File: src/rtl/defines.vh
// Shared datapath widths for the mul/div writeback path.
`ifndef MULDIV_DEFINES_VH
`define MULDIV_DEFINES_VH
`define XLEN       32
`define HART_ID_W  1
`define REG_ADDR_W 5
`endif

File: src/rtl/muldiv_wb_queue_if.sv
// Completion-in / writeback-out bundle for muldiv_wb_queue.
// master = the queue, slave = producer/consumer side.
`include "defines.vh"

interface muldiv_wb_queue_if;
  logic                   muldiv_done;
  logic [`XLEN-1:0]       muldiv_result;
  logic [`HART_ID_W-1:0]  muldiv_done_hart_id;
  logic [`REG_ADDR_W-1:0] muldiv_done_rd;
  logic                   wb_valid;
  logic                   wb_ready;
  logic [`HART_ID_W-1:0]  wb_hart_id;
  logic [`REG_ADDR_W-1:0] wb_rd;
  logic [`XLEN-1:0]       wb_data;

  modport master (
    input  muldiv_done, muldiv_result, muldiv_done_hart_id, muldiv_done_rd, wb_ready,
    output wb_valid, wb_hart_id, wb_rd, wb_data
  );
  modport slave (
    output muldiv_done, muldiv_result, muldiv_done_hart_id, muldiv_done_rd, wb_ready,
    input  wb_valid, wb_hart_id, wb_rd, wb_data
  );
endinterface

File: src/rtl/muldiv_wb_queue.sv
// Strict-FIFO completion queue between the mul/div unit and the regfile write port.
// Optional same-cycle bypass when empty: define MULDIV_WBQ_BYPASS_EN.
`include "defines.vh"

module muldiv_wb_queue #(
  parameter int unsigned DEPTH = 4
) (
  input  logic                          clk,
  input  logic                          rst_n,
  muldiv_wb_queue_if.master             bus,
  output logic                          wbq_almost_full,
  output logic [(1<<`HART_ID_W)-1:0]    hart_pending,
  output logic                          wbq_overflow
);
  localparam int unsigned NHART = 1 << `HART_ID_W;
  localparam int unsigned PTR_W = $clog2(DEPTH);
  localparam int unsigned CNT_W = $clog2(DEPTH + 1);

  typedef struct packed {
    logic [`HART_ID_W-1:0]  hart;
    logic [`REG_ADDR_W-1:0] rd;
    logic [`XLEN-1:0]       data;
  } entry_t;

  entry_t             mem_q [DEPTH];
  logic [PTR_W-1:0]   wr_ptr_q, wr_ptr_d, rd_ptr_q, rd_ptr_d;
  logic [CNT_W-1:0]   count_q, count_d;
  logic [CNT_W-1:0]   hcnt_q [NHART];
  logic [CNT_W-1:0]   hcnt_d [NHART];
  logic               ovf_q, ovf_d;

  entry_t in_entry, head;
  logic   push, bypass, push_q, pop, full, wr_en;

  assign in_entry = '{hart: bus.muldiv_done_hart_id, rd: bus.muldiv_done_rd, data: bus.muldiv_result};
  assign head     = mem_q[rd_ptr_q];
  assign push     = bus.muldiv_done && (bus.muldiv_done_rd != '0);
  assign full     = (count_q == CNT_W'(DEPTH));
  assign pop      = (count_q != '0) && bus.wb_ready;

`ifdef MULDIV_WBQ_BYPASS_EN
  assign bypass   = push && (count_q == '0) && bus.wb_ready;
`else
  assign bypass   = 1'b0;
`endif

  assign push_q   = push && !bypass;
  // Full queue still accepts when the head leaves in the same cycle.
  assign wr_en    = push_q && (!full || pop);

  always_comb begin
    wr_ptr_d = wr_ptr_q;
    rd_ptr_d = rd_ptr_q;
    count_d  = count_q;
    ovf_d    = ovf_q;
    if (wr_en) wr_ptr_d = wr_ptr_q + PTR_W'(1);
    if (pop)   rd_ptr_d = rd_ptr_q + PTR_W'(1);
    if (wr_en && !pop)      count_d = count_q + CNT_W'(1);
    else if (pop && !wr_en) count_d = count_q - CNT_W'(1);
    if (push_q && full && !pop) ovf_d = 1'b1;
    for (int unsigned h = 0; h < NHART; h++) begin
      hcnt_d[h] = hcnt_q[h];
      if (wr_en && (in_entry.hart == `HART_ID_W'(h))) hcnt_d[h] = hcnt_d[h] + CNT_W'(1);
      if (pop && (head.hart == `HART_ID_W'(h)))       hcnt_d[h] = hcnt_d[h] - CNT_W'(1);
    end
  end

  always_ff @(posedge clk or negedge rst_n) begin
    if (!rst_n) begin
      wr_ptr_q <= '0;
      rd_ptr_q <= '0;
      count_q  <= '0;
      ovf_q    <= 1'b0;
      for (int unsigned h = 0; h < NHART; h++) hcnt_q[h] <= '0;
    end else begin
      wr_ptr_q <= wr_ptr_d;
      rd_ptr_q <= rd_ptr_d;
      count_q  <= count_d;
      ovf_q    <= ovf_d;
      for (int unsigned h = 0; h < NHART; h++) hcnt_q[h] <= hcnt_d[h];
    end
  end

  // Storage needs no reset: outputs are masked to zero whenever wb_valid is low.
  always_ff @(posedge clk) begin
    if (wr_en) mem_q[wr_ptr_q] <= in_entry;
  end

  entry_t out_entry;
  logic   out_valid;

  always_comb begin
    out_valid = (count_q != '0);
    out_entry = out_valid ? head : '0;
    if (bypass) begin
      out_valid = 1'b1;
      out_entry = in_entry;
    end
  end

  assign bus.wb_valid   = out_valid;
  assign bus.wb_hart_id = out_entry.hart;
  assign bus.wb_rd      = out_entry.rd;
  assign bus.wb_data    = out_entry.data;

  assign wbq_almost_full = (count_q >= CNT_W'(DEPTH - 1));
  assign wbq_overflow    = ovf_q;

  always_comb begin
    hart_pending = '0;
    for (int unsigned h = 0; h < NHART; h++) hart_pending[h] = (hcnt_q[h] != '0);
  end
endmodule

File: src/flat_wrapper.sv
// flat-port wrapper written by rule: the top's interface ports become plain ports
module muldiv_wb_queue_flat 
#(
  parameter int unsigned DEPTH = 4
)
  (clk, rst_n, wbq_almost_full, hart_pending, wbq_overflow, bus_muldiv_done, bus_muldiv_result, bus_muldiv_done_hart_id, bus_muldiv_done_rd, bus_wb_ready, bus_wb_valid, bus_wb_hart_id, bus_wb_rd, bus_wb_data);
  muldiv_wb_queue_if bus_i ();
  input  logic clk;
  input  logic rst_n;
  output logic wbq_almost_full;
  output logic [(1<<`HART_ID_W)-1:0] hart_pending;
  output logic wbq_overflow;
  input wire logic [$bits(bus_i.muldiv_done)-1:0] bus_muldiv_done;
  input wire logic [$bits(bus_i.muldiv_result)-1:0] bus_muldiv_result;
  input wire logic [$bits(bus_i.muldiv_done_hart_id)-1:0] bus_muldiv_done_hart_id;
  input wire logic [$bits(bus_i.muldiv_done_rd)-1:0] bus_muldiv_done_rd;
  input wire logic [$bits(bus_i.wb_ready)-1:0] bus_wb_ready;
  output wire logic [$bits(bus_i.wb_valid)-1:0] bus_wb_valid;
  output wire logic [$bits(bus_i.wb_hart_id)-1:0] bus_wb_hart_id;
  output wire logic [$bits(bus_i.wb_rd)-1:0] bus_wb_rd;
  output wire logic [$bits(bus_i.wb_data)-1:0] bus_wb_data;
  assign bus_i.muldiv_done = bus_muldiv_done;
  assign bus_i.muldiv_result = bus_muldiv_result;
  assign bus_i.muldiv_done_hart_id = bus_muldiv_done_hart_id;
  assign bus_i.muldiv_done_rd = bus_muldiv_done_rd;
  assign bus_i.wb_ready = bus_wb_ready;
  assign bus_wb_valid = bus_i.wb_valid;
  assign bus_wb_hart_id = bus_i.wb_hart_id;
  assign bus_wb_rd = bus_i.wb_rd;
  assign bus_wb_data = bus_i.wb_data;
  muldiv_wb_queue #(.DEPTH(DEPTH)) u_core (.clk(clk), .rst_n(rst_n), .bus(bus_i), .wbq_almost_full(wbq_almost_full), .hart_pending(hart_pending), .wbq_overflow(wbq_overflow));
endmodule
File: config.mk
export PLATFORM = sky130hd
export DESIGN_NAME = muldiv_wb_queue_flat
export DESIGN_NICKNAME = d
export VERILOG_FILES = /design/src/rtl/muldiv_wb_queue_if.sv /design/src/rtl/muldiv_wb_queue.sv /design/src/flat_wrapper.sv
export VERILOG_INCLUDE_DIRS = /design/src /design/src/rtl
export SDC_FILE = /design/constraint.sdc
export NUM_CORES = 1
export LEC_CHECK = 0
export ABC_AREA = 0
export CAP_MARGIN = 20
export CORE_ASPECT_RATIO = 1.4
export CORE_MARGIN = 3
export CORE_UTILIZATION = 55
export DETAILED_ROUTE_END_ITERATION = 10
export PLACE_DENSITY = 0.86
export RECOVER_POWER = 25
export SYNTH_ARGS = -nofsm -noshare
export SYNTH_HDL_FRONTEND = slang
export SYNTH_SLANG_ARGS = --single-unit
export TNS_END_PERCENT = 5
File: constraint.sdc
create_clock -name clk -period 4.6 [get_ports clk]
set_input_delay 1.15 -clock clk [delete_from_list [all_inputs] [get_ports clk]]
set_output_delay 1.15 -clock clk [all_outputs]
set_load 0.05 [all_outputs]
=== Word-level counts from Yosys, hierarchy flattened ===
Memories as Yosys holds them, arrays and structs flattened.
Cells that the tools add are included.

* Add/subtract/negate cells: 8
* Order comparisons: 1
* Equality and inequality tests: 1
* Muxes and demuxes: 9
* Bitwise operators: 2
* Reductions and logical operators: 20

{| class="wikitable"
|+ Operators by type and width
! cell !! number
|-
| $mux W38 || 1
|-
| $mux W3 || 6
|-
| $logic_and A1 B1 Y1 || 11
|-
| $add A3 B1 Y3 const B || 3
|-
| $reduce_bool A3 Y1 || 3
|-
| $sub A3 B1 Y3 const B || 3
|-
| $reduce_bool A5 Y1 || 1
|-
| $add A2 B1 Y2 const B || 2
|-
| $eq A3 B3 Y1 const B || 1
|-
| $ge A3 B2 Y1 const B || 1
|-
| $logic_not A1 Y1 || 3
|-
| $mux W1 || 2
|-
| $not A1 Y1 || 2
|-
| $reduce_bool A2 Y1 || 1
|-
| $logic_or A1 B1 Y1 || 1
|}

* Register bits: 14
* RAM bits: 152
* Input bits: 42
* Output and inout port bits: 43
* Logic and storage cells: 48
* Memories: 1

{| class="wikitable"
|+ Memory list
! name !! words !! bits a word !! read ports !! clocked after Yosys merged registers in !! write ports !! RTL line !! text
|-
| u_core.mem_q || 4 || 38 || 1 || 0 || 1 || muldiv_wb_queue.sv:25 || <nowiki>entry_t mem_q [DEPTH];</nowiki>
|}

=== Depth between registers and ports, before layout ===
Gate-level depths: netlist of run 1.

* Depth after elaboration: 8
* Depth in mapped cells: 9
* Depth with buffers taken out: 8

=== Least setup slack after synthesis of run 1 ===
Ideal clock, no wire load.

* Path type: in2reg
* Start point: input bus_muldiv_done_rd[1]
* End point: register u_core.count_q[1]
* Library setup time: 0.125 ns
* Arrival: 2.997 ns
* Setup slack: 1.478 ns
* Stages: 7
* Cells stage by stage: or4_4 > o211a_1 > buf_2 > ha_1 > inv_1 > fa_1 > mux2_2

* Elaborated cells on any way between the ends: 8

{| class="wikitable"
|+ RTL lines
! what !! RTL line !! text
|-
| start, declared || flat_wrapper.sv:16 || <nowiki>input wire logic [$bits(bus_i.muldiv_done_rd)-1:0] bus_muldiv_done_rd;</nowiki>
|-
| $reduce_bool A5 Y1 || muldiv_wb_queue.sv:37 || <nowiki>assign push = bus.muldiv_done && (bus.muldiv_done_rd != '0);</nowiki>
|-
| $logic_and A1 B1 Y1 || muldiv_wb_queue.sv:37 ||
|-
| $logic_and A1 B1 Y1 || muldiv_wb_queue.sv:49 || <nowiki>assign wr_en = push_q && (!full || pop);</nowiki>
|-
| named net u_core.wr_en || muldiv_wb_queue.sv:33 || <nowiki>logic push, bypass, push_q, pop, full, wr_en;</nowiki>
|-
| $logic_and A1 B1 Y1 || muldiv_wb_queue.sv:58 || <nowiki>if (wr_en && !pop) count_d = count_q + CNT_W'(1);</nowiki>
|-
| $mux W3 || muldiv_wb_queue.sv:58 ||
|-
| named net u_core.count_d[1] || muldiv_wb_queue.sv:27 || <nowiki>logic [CNT_W-1:0] count_q, count_d;</nowiki>
|-
| end signal, assigned || muldiv_wb_queue.sv:78 || <nowiki>count_q <= count_d;</nowiki>
|-
| end, declared || muldiv_wb_queue.sv:27 ||
|}

The timed path passes the listed nets, and every way through them passes these cells.
A chain may end at the register's enable or synchronous reset.

=== Worst setup path in the final report of run 1 ===
* Start point: register u_core.count_q[0]
* End point: output bus_wb_data[14]

* Cells in the longest elaborated chain, start to end: 2

{| class="wikitable"
|+ Ends and longest elaborated chain
! what !! RTL line !! text
|-
| $reduce_bool A3 Y1 || muldiv_wb_queue.sv:93 || <nowiki>out_valid = (count_q != '0);</nowiki>
|-
| $mux W38 || muldiv_wb_queue.sv:94 || <nowiki>out_entry = out_valid ? head : '0;</nowiki>
|-
| end, declared || flat_wrapper.sv:21 || <nowiki>output wire logic [$bits(bus_i.wb_data)-1:0] bus_wb_data;</nowiki>
|}

Every way passes these cells.

==> flow_metrics.tcl, run 1 <==
set metrics [dict create \
    grt_pass1_vias 3513 \
    num_rows 46 \
    die_w_um 98.9 \
    yosysWarnings 0 \
    drcViolationCount 0 \
    nFillCells 687 \
    finalSetupViolations 0 \
    worstMarginPinSlew_ns 1.04 \
    hold_ws_ns 0.503 \
    ys_async_sr_fraction_pct 8.43 \
    post-route-period-util_pct 87.6 \
    total_power_w 0.00630 \
    hold_violations 0 \
    instances_no_fill 574 \
    peakVddDrop_mv 0.432 \
    criticalPathCategory "reg2out" \
    ff2ff_setup_slack_ns 2.15 \
    synth.distinct_cells 32 \
    boundaryPins 85 \
    synth.most_common_cell "edfxtp_1" \
    worstSkewPairLatency_ns 0.41 \
    clkSinkCount 166 \
    yosys-top-cells-count "152 x edfxtp_1, 43 x and2_1, 38 x mux4_2" \
    crit_chain "or3_1 > buf_4 > and2_1 > clkdlybuf4s50_1" \
    powerDensity_nw_per_um2 770 \
    fmax_ghz 0.248 \
    hold_class "reg2reg" \
    cts.repair.resized 0 \
    grt_pass1_wl_um 19200 \
    core_um2 11600 \
    synthCells 323 \
    clkTransAtPathRegs_ns 0.06 \
    cts_setup_buffers 0 \
    start_util_pct 57.5 \
    clockBufferDepth 2 \
    syn_to_final_growth_pct 23.2 \
    synth-edff-count 152 \
    synth_top_cell_by_area "edfxtp_1" \
    io_buffers 84 \
    cts_root_buffer "clkbuf_16" \
    cts_inserted_buffers 17 \
    utilization_pct 70.8 \
    rsz0062_at_grt "false" \
    crit_path_end_kind "primary output" \
    drtIter0Drc 169 \
    die_height_um 136 \
    ys_ff_latch 166 \
    grt_max_degree 39 \
    cp_num_buf_inv 2 \
    finalSetupTns_ns 0 \
    synthesis.nets 377 \
    rr_startpoint "u_core.count_q[1]$_DFFE_PN0P_" \
    drt.antenna.violating_nets 0 \
    wire_per_inst_um 21.9 \
    regToRegEndpoint "u_core.count_q[1]$_DFFE_PN0P_" \
    netlist_top_cells_area "edfxtp_1 69%, mux4_2 13%, dfrtp_1 5.3%, and2_1 4.0%, ha_1 2.1%" \
    outcome "finished, final reports clean" \
    cp_num_cells 4 \
    place_inst 541 \
    slowest_stage "clkdlybuf4s50_1" \
    routed_wirelength_um 12500 \
    htree_levels 4 \
    avgSynthCellArea_um2 20.6 \
    cts_tree "yes" \
    hold_path_depth 1 \
    gp_congestion 0.749 \
    vias 3314 \
    drtPass1Iterations 4 \
    crit_fanout 22 \
    grt_util_all_layers_pct 19.0 \
    slowest_delay_ns 0.84 \
    critPathRequiredTime_ns 3.45 \
    startpoint_type "register" \
    holdBufCountCts 0 \
    drv_slew 0 \
    vias_per_cell 5.77 \
    whs_endpoint "u_core.wbq_overflow$_DFFE_PN0P_" \
    fin_skew_ns 0.00585 \
    synth_area_um2 6650 \
    dp_hpwl_um 7370 \
    ys_seq_area_share_pct 73.9 \
    nets 470 \
    yosysTopAreaCellShare_pct 68.6 \
    p_leak_nw 2.76 \
    holdCritStartpoint "u_core.wbq_overflow$_DFFE_PN0P_" \
    drv_cap 0 \
    ff2ff_path_depth 6 \
    layout-drive-gt1-share_pct 19.6 \
    synth_flop_cell "edfxtp_1" \
    cp.arrival_ns 2.88 \
    die_area_um2 13500 \
    cp_top_family "buffers and inverters" \
    grt_antenna_before_repair 2 \
    min_period_ns 4.03 \
    slew_headroom_pct 30.4 \
    overflow 0 \
]
sequential cells by signal (all words and copies together) (netlist names):
signal and cells:
u_core.wr_ptr_q 2, u_core.hcnt_q 6, u_core.rd_ptr_q 2, u_core.mem_q 152, u_core.count_q 3, u_core.wbq_overflow 1
area by class of cell:
type | count | area (µm²) | share of cell area, %
clock inverters | 14 | 105 | 1.28
well taps | 144 | 180 | 2.20
diodes | 1 | 2.50 | 0.0306
clock buffers | 18 | 429 | 5.24
flip-flops and latches | 166 | 4920 | 60.0
inverters | 8 | 30.0 | 0.367
multi-input cells | 135 | 1640 | 20.0
repair buffers | 88 | 883 | 10.8
per-layer routing:
layer	track usage, %	routed length (µm)	up-vias	share of wire [%]
met5	0	13	-	0.10
met4	7.06	379	2	3.0
met3	4.77	606	30	4.8
met2	32.1	6710	102	53
met1	24.0	4840	1714	39
li1	-	-	1466	-
report_power, final:
part	leakage, nW	switching, W	internal (W)
clock network	0.252	0.000562	0.000693
logic	0.958	0.00171	0.00113
registers	1.55	0.000203	0.00200
total	2.76	0.00248	0.00382
cells by family (layout without fill, tap and decap cells):
family,count (synthesis),in the layout,share of synthesized area (%)
AOI/OAI and AO/OA,8,8,1.15
DFF,166,166,73.9
xor gates and xnor gates,14,14,1.84
adders and majority gates,12,12,2.37
and+or+nand+nor,58,58,5.61
buffers and inverters,22,128,1.47
other,0,1,0
muxes,43,43,13.6
worst max path at each step:
stage	from	endpoint	slack [ns]
detailed placement	bus_muldiv_done_rd[1]	u_core.count_q[1]$_DFFE_PN0P_	0.89
CTS	u_core.count_q[0]$_DFFE_PN0P_	bus_wb_data[6]	0.50
global route	u_core.count_q[0]$_DFFE_PN0P_	bus_wb_data[6]	0.36
finish	u_core.count_q[0]$_DFFE_PN0P_	bus_wb_data[14]	0.57
floorplan	bus_muldiv_done_rd[1]	u_core.count_q[1]$_DFFE_PN0P_	1.48
global placement	bus_muldiv_done_rd[1]	u_core.count_q[1]$_DFFE_PN0P_	0.94
through the flow:
step / instance area (µm²) / worst slack, ns
finish: 8190 / 0.570
global route: 8190 / 0.365
CTS: 8190 / 0.504
detailed placement: 7650 / 0.894
global placement: 7650 / 0.941
floorplan: 6650 / 1.48
cell usage in the layout (no fill, tap or decap), types with 2 or more instances in the layout:
cell / n
nor2_1: 3
clkinv_4: 6
inv_6: 2
xnor2_1: 11
and2_2: 4
nand2b_1: 2
mux2i_1: 4
dfrtp_2: 2
ha_1: 11
clkinvlp_4: 3
inv_1: 8
edfxtp_1: 152
nand3_1: 2
and2_1: 39
xor2_1: 3
clkbuf_16: 17
buf_4: 3
o21ai_0: 2
mux4_2: 38
dlygate4sd3_1: 24
clkinv_1: 2
clkdlybuf4s50_1: 60
dfrtp_1: 12
worst reg2reg max path, cell delays in order (launching register included):
cell,delay (ns)
dfrtp_1,0.45
or4b_4,0.61
o211a_1,0.26
ha_1,0.27
inv_1,0.07
fa_1,0.40
mux2_2,0.27
Power figures use the tool's default switching activity.
==> inputs of run 2 (changes only) <==
Clock period 4.6 ns to 3.99 ns, I/O delays scaled along.
==> run 2 against run 1 <==
  * Global-route usage up 0.84 points
  * Design area rose by 1.2%
  * Clock power grew 31%
  * Die area unchanged
  * Final cell count grew 0.17%
  * Clock skew grew 0.00078 ns
  * Worst setup slack got worse by 0.37 ns
  * Critical path depth unchanged
  * Critical endpoint is now bus_wb_data[29]
==> flow_metrics.tcl, run 2 (synthesis results as in run 1) <==
set metrics [dict create \
    outcome "finished, final reports clean" \
    start_util_pct 57.5 \
    slew_headroom_pct 30.0 \
    dp_hpwl_um 7020 \
    wire_per_inst_um 21.3 \
    criticalPathCategory "reg2out" \
    clkSinkCount 166 \
    grt_antenna_before_repair 2 \
    die_area_um2 13500 \
    slowest_delay_ns 0.71 \
    p_leak_nw 2.81 \
    peakVddDrop_mv 0.600 \
    drv_cap 0 \
    cts_root_buffer "clkbuf_16" \
    grt_util_all_layers_pct 19.9 \
    nets 471 \
    powerDensity_nw_per_um2 903 \
    ff2ff_setup_slack_ns 1.52 \
    vias 3285 \
    slowest_stage "clkdlybuf4s50_1" \
    cts_setup_buffers 0 \
    instances_no_fill 575 \
    gp_congestion 0.765 \
    drcViolationCount 0 \
    finalSetupTns_ns 0 \
    grt_max_degree 39 \
    num_rows 46 \
    routed_wirelength_um 12300 \
    most-common-layout-cells "152 x edfxtp_1, 60 x clkdlybuf4s50_1, 39 x and2_1" \
    core_um2 11600 \
    grt_pass1_vias 3544 \
    grt_pass1_wl_um 19700 \
    fmax_ghz 0.264 \
    final_common_cell "edfxtp_1" \
    boundaryPins 85 \
    clkTransAtPathRegs_ns 0.06 \
    top_regs "u_core.mem_q x152, u_core.hcnt_q x6, u_core.count_q x3" \
    largest_reg_flops 152 \
    drv_slew 0 \
    clockBufferDepth 2 \
    startpoint_type "register" \
    finalSetupViolations 0 \
    worstSkewPairLatency_ns 0.42 \
    die_w_um 98.9 \
    die_height_um 136 \
    top_register "u_core.mem_q" \
    hold_ws_ns 0.479 \
    cts.repair.resized 0 \
    rsz0062_at_grt "false" \
    drtPass1Iterations 4 \
    syn_to_final_growth_pct 24.7 \
    htree_levels 4 \
    layout-drive-gt1-share_pct 20.0 \
    fin_skew_ns 0.00664 \
    crit_path_end_kind "primary output" \
    worstMarginPinSlew_ns 1.05 \
    hold_violations 0 \
    critPathRequiredTime_ns 2.99 \
    cts_tree "yes" \
    place_inst 542 \
    cp.arrival_ns 2.80 \
    holdBufCountCts 0 \
    cts_inserted_buffers 17 \
    drtIter0Drc 179 \
    crit_fanout 18 \
    io_buffers 84 \
    drt.antenna.violating_nets 0 \
    min_period_ns 3.79 \
    hold_class "reg2reg" \
    post-route-period-util_pct 95.1 \
    crit_chain "buf_12 > mux4_2 > and2_1 > clkdlybuf4s50_1" \
    vias_per_cell 5.71 \
    overflow 0 \
]
run 2: worst max-delay path, delay by kind of cell (launching register included):
family / cells / cell delay [ns]
and+or+nand+nor: 1 / 0.18
DFF: 1 / 0.69
buffers and inverters: 2 / 0.97
muxes: 1 / 0.52
run 2: stage by stage:
step                      worst slack, ns  utilization [%]  total power [W]  instance area (µm²)
after floorplan                      1.02                -          0.00483                 6650
after global placement              0.483             66.4          0.00582                 7680
after detailed placement            0.430             66.4          0.00589                 7680
after CTS                           0.105             71.6          0.00757                 8290
after global routing               0.0577             71.7          0.00781                 8290
final                               0.195             71.7          0.00749                 8290
run 2: area by class of cell:
cell class              instances  area [µm²]
multi-input cells             135        1640
fillers                       662        3280
clock buffers                  18         429
clock inverters                14         174
well taps                     144         180
inverters                       8        30.0
repair buffers                 89         916
flip-flops and latches        166        4920
diodes                          1        2.50
run 2: path summary, 6_finish.rpt:
kind	from	endpoint	cells past startpoint
worst min register to register	u_core.wbq_overflow$_DFFE_PN0P_	u_core.wbq_overflow$_DFFE_PN0P_	1
worst max-delay path	u_core.rd_ptr_q[0]$_DFFE_PN0P_	bus_wb_data[29]	4
worst max register to register	u_core.count_q[1]$_DFFE_PN0P_	u_core.count_q[1]$_DFFE_PN0P_	6
max in group asynchronous	rst_n	u_core.rd_ptr_q[1]$_DFFE_PN0P_	1
min in group asynchronous	rst_n	u_core.hcnt_q[3]$_DFF_PN0_	1
worst min-delay path	u_core.wbq_overflow$_DFFE_PN0P_	u_core.wbq_overflow$_DFFE_PN0P_	1
run 2: metal layers:
metal | wire [µm] | track usage (%) | up-vias
met5 | 8 | 0 | -
met2 | 6670 | 33.4 | 107
met4 | 179 | 8.58 | 2
met3 | 733 | 5.03 | 17
li1 | - | - | 1464
met1 | 4670 | 24.5 | 1695
run 2: where the power goes:
| group | total [W] | switching (W) | internal [W] |
|---|---|---|---|
| clock | 0.00164 | 0.000652 | 0.000989 |
| sequential | 0.00250 | 0.000192 | 0.00231 |
| combinational | 0.00334 | 0.00202 | 0.00133 |
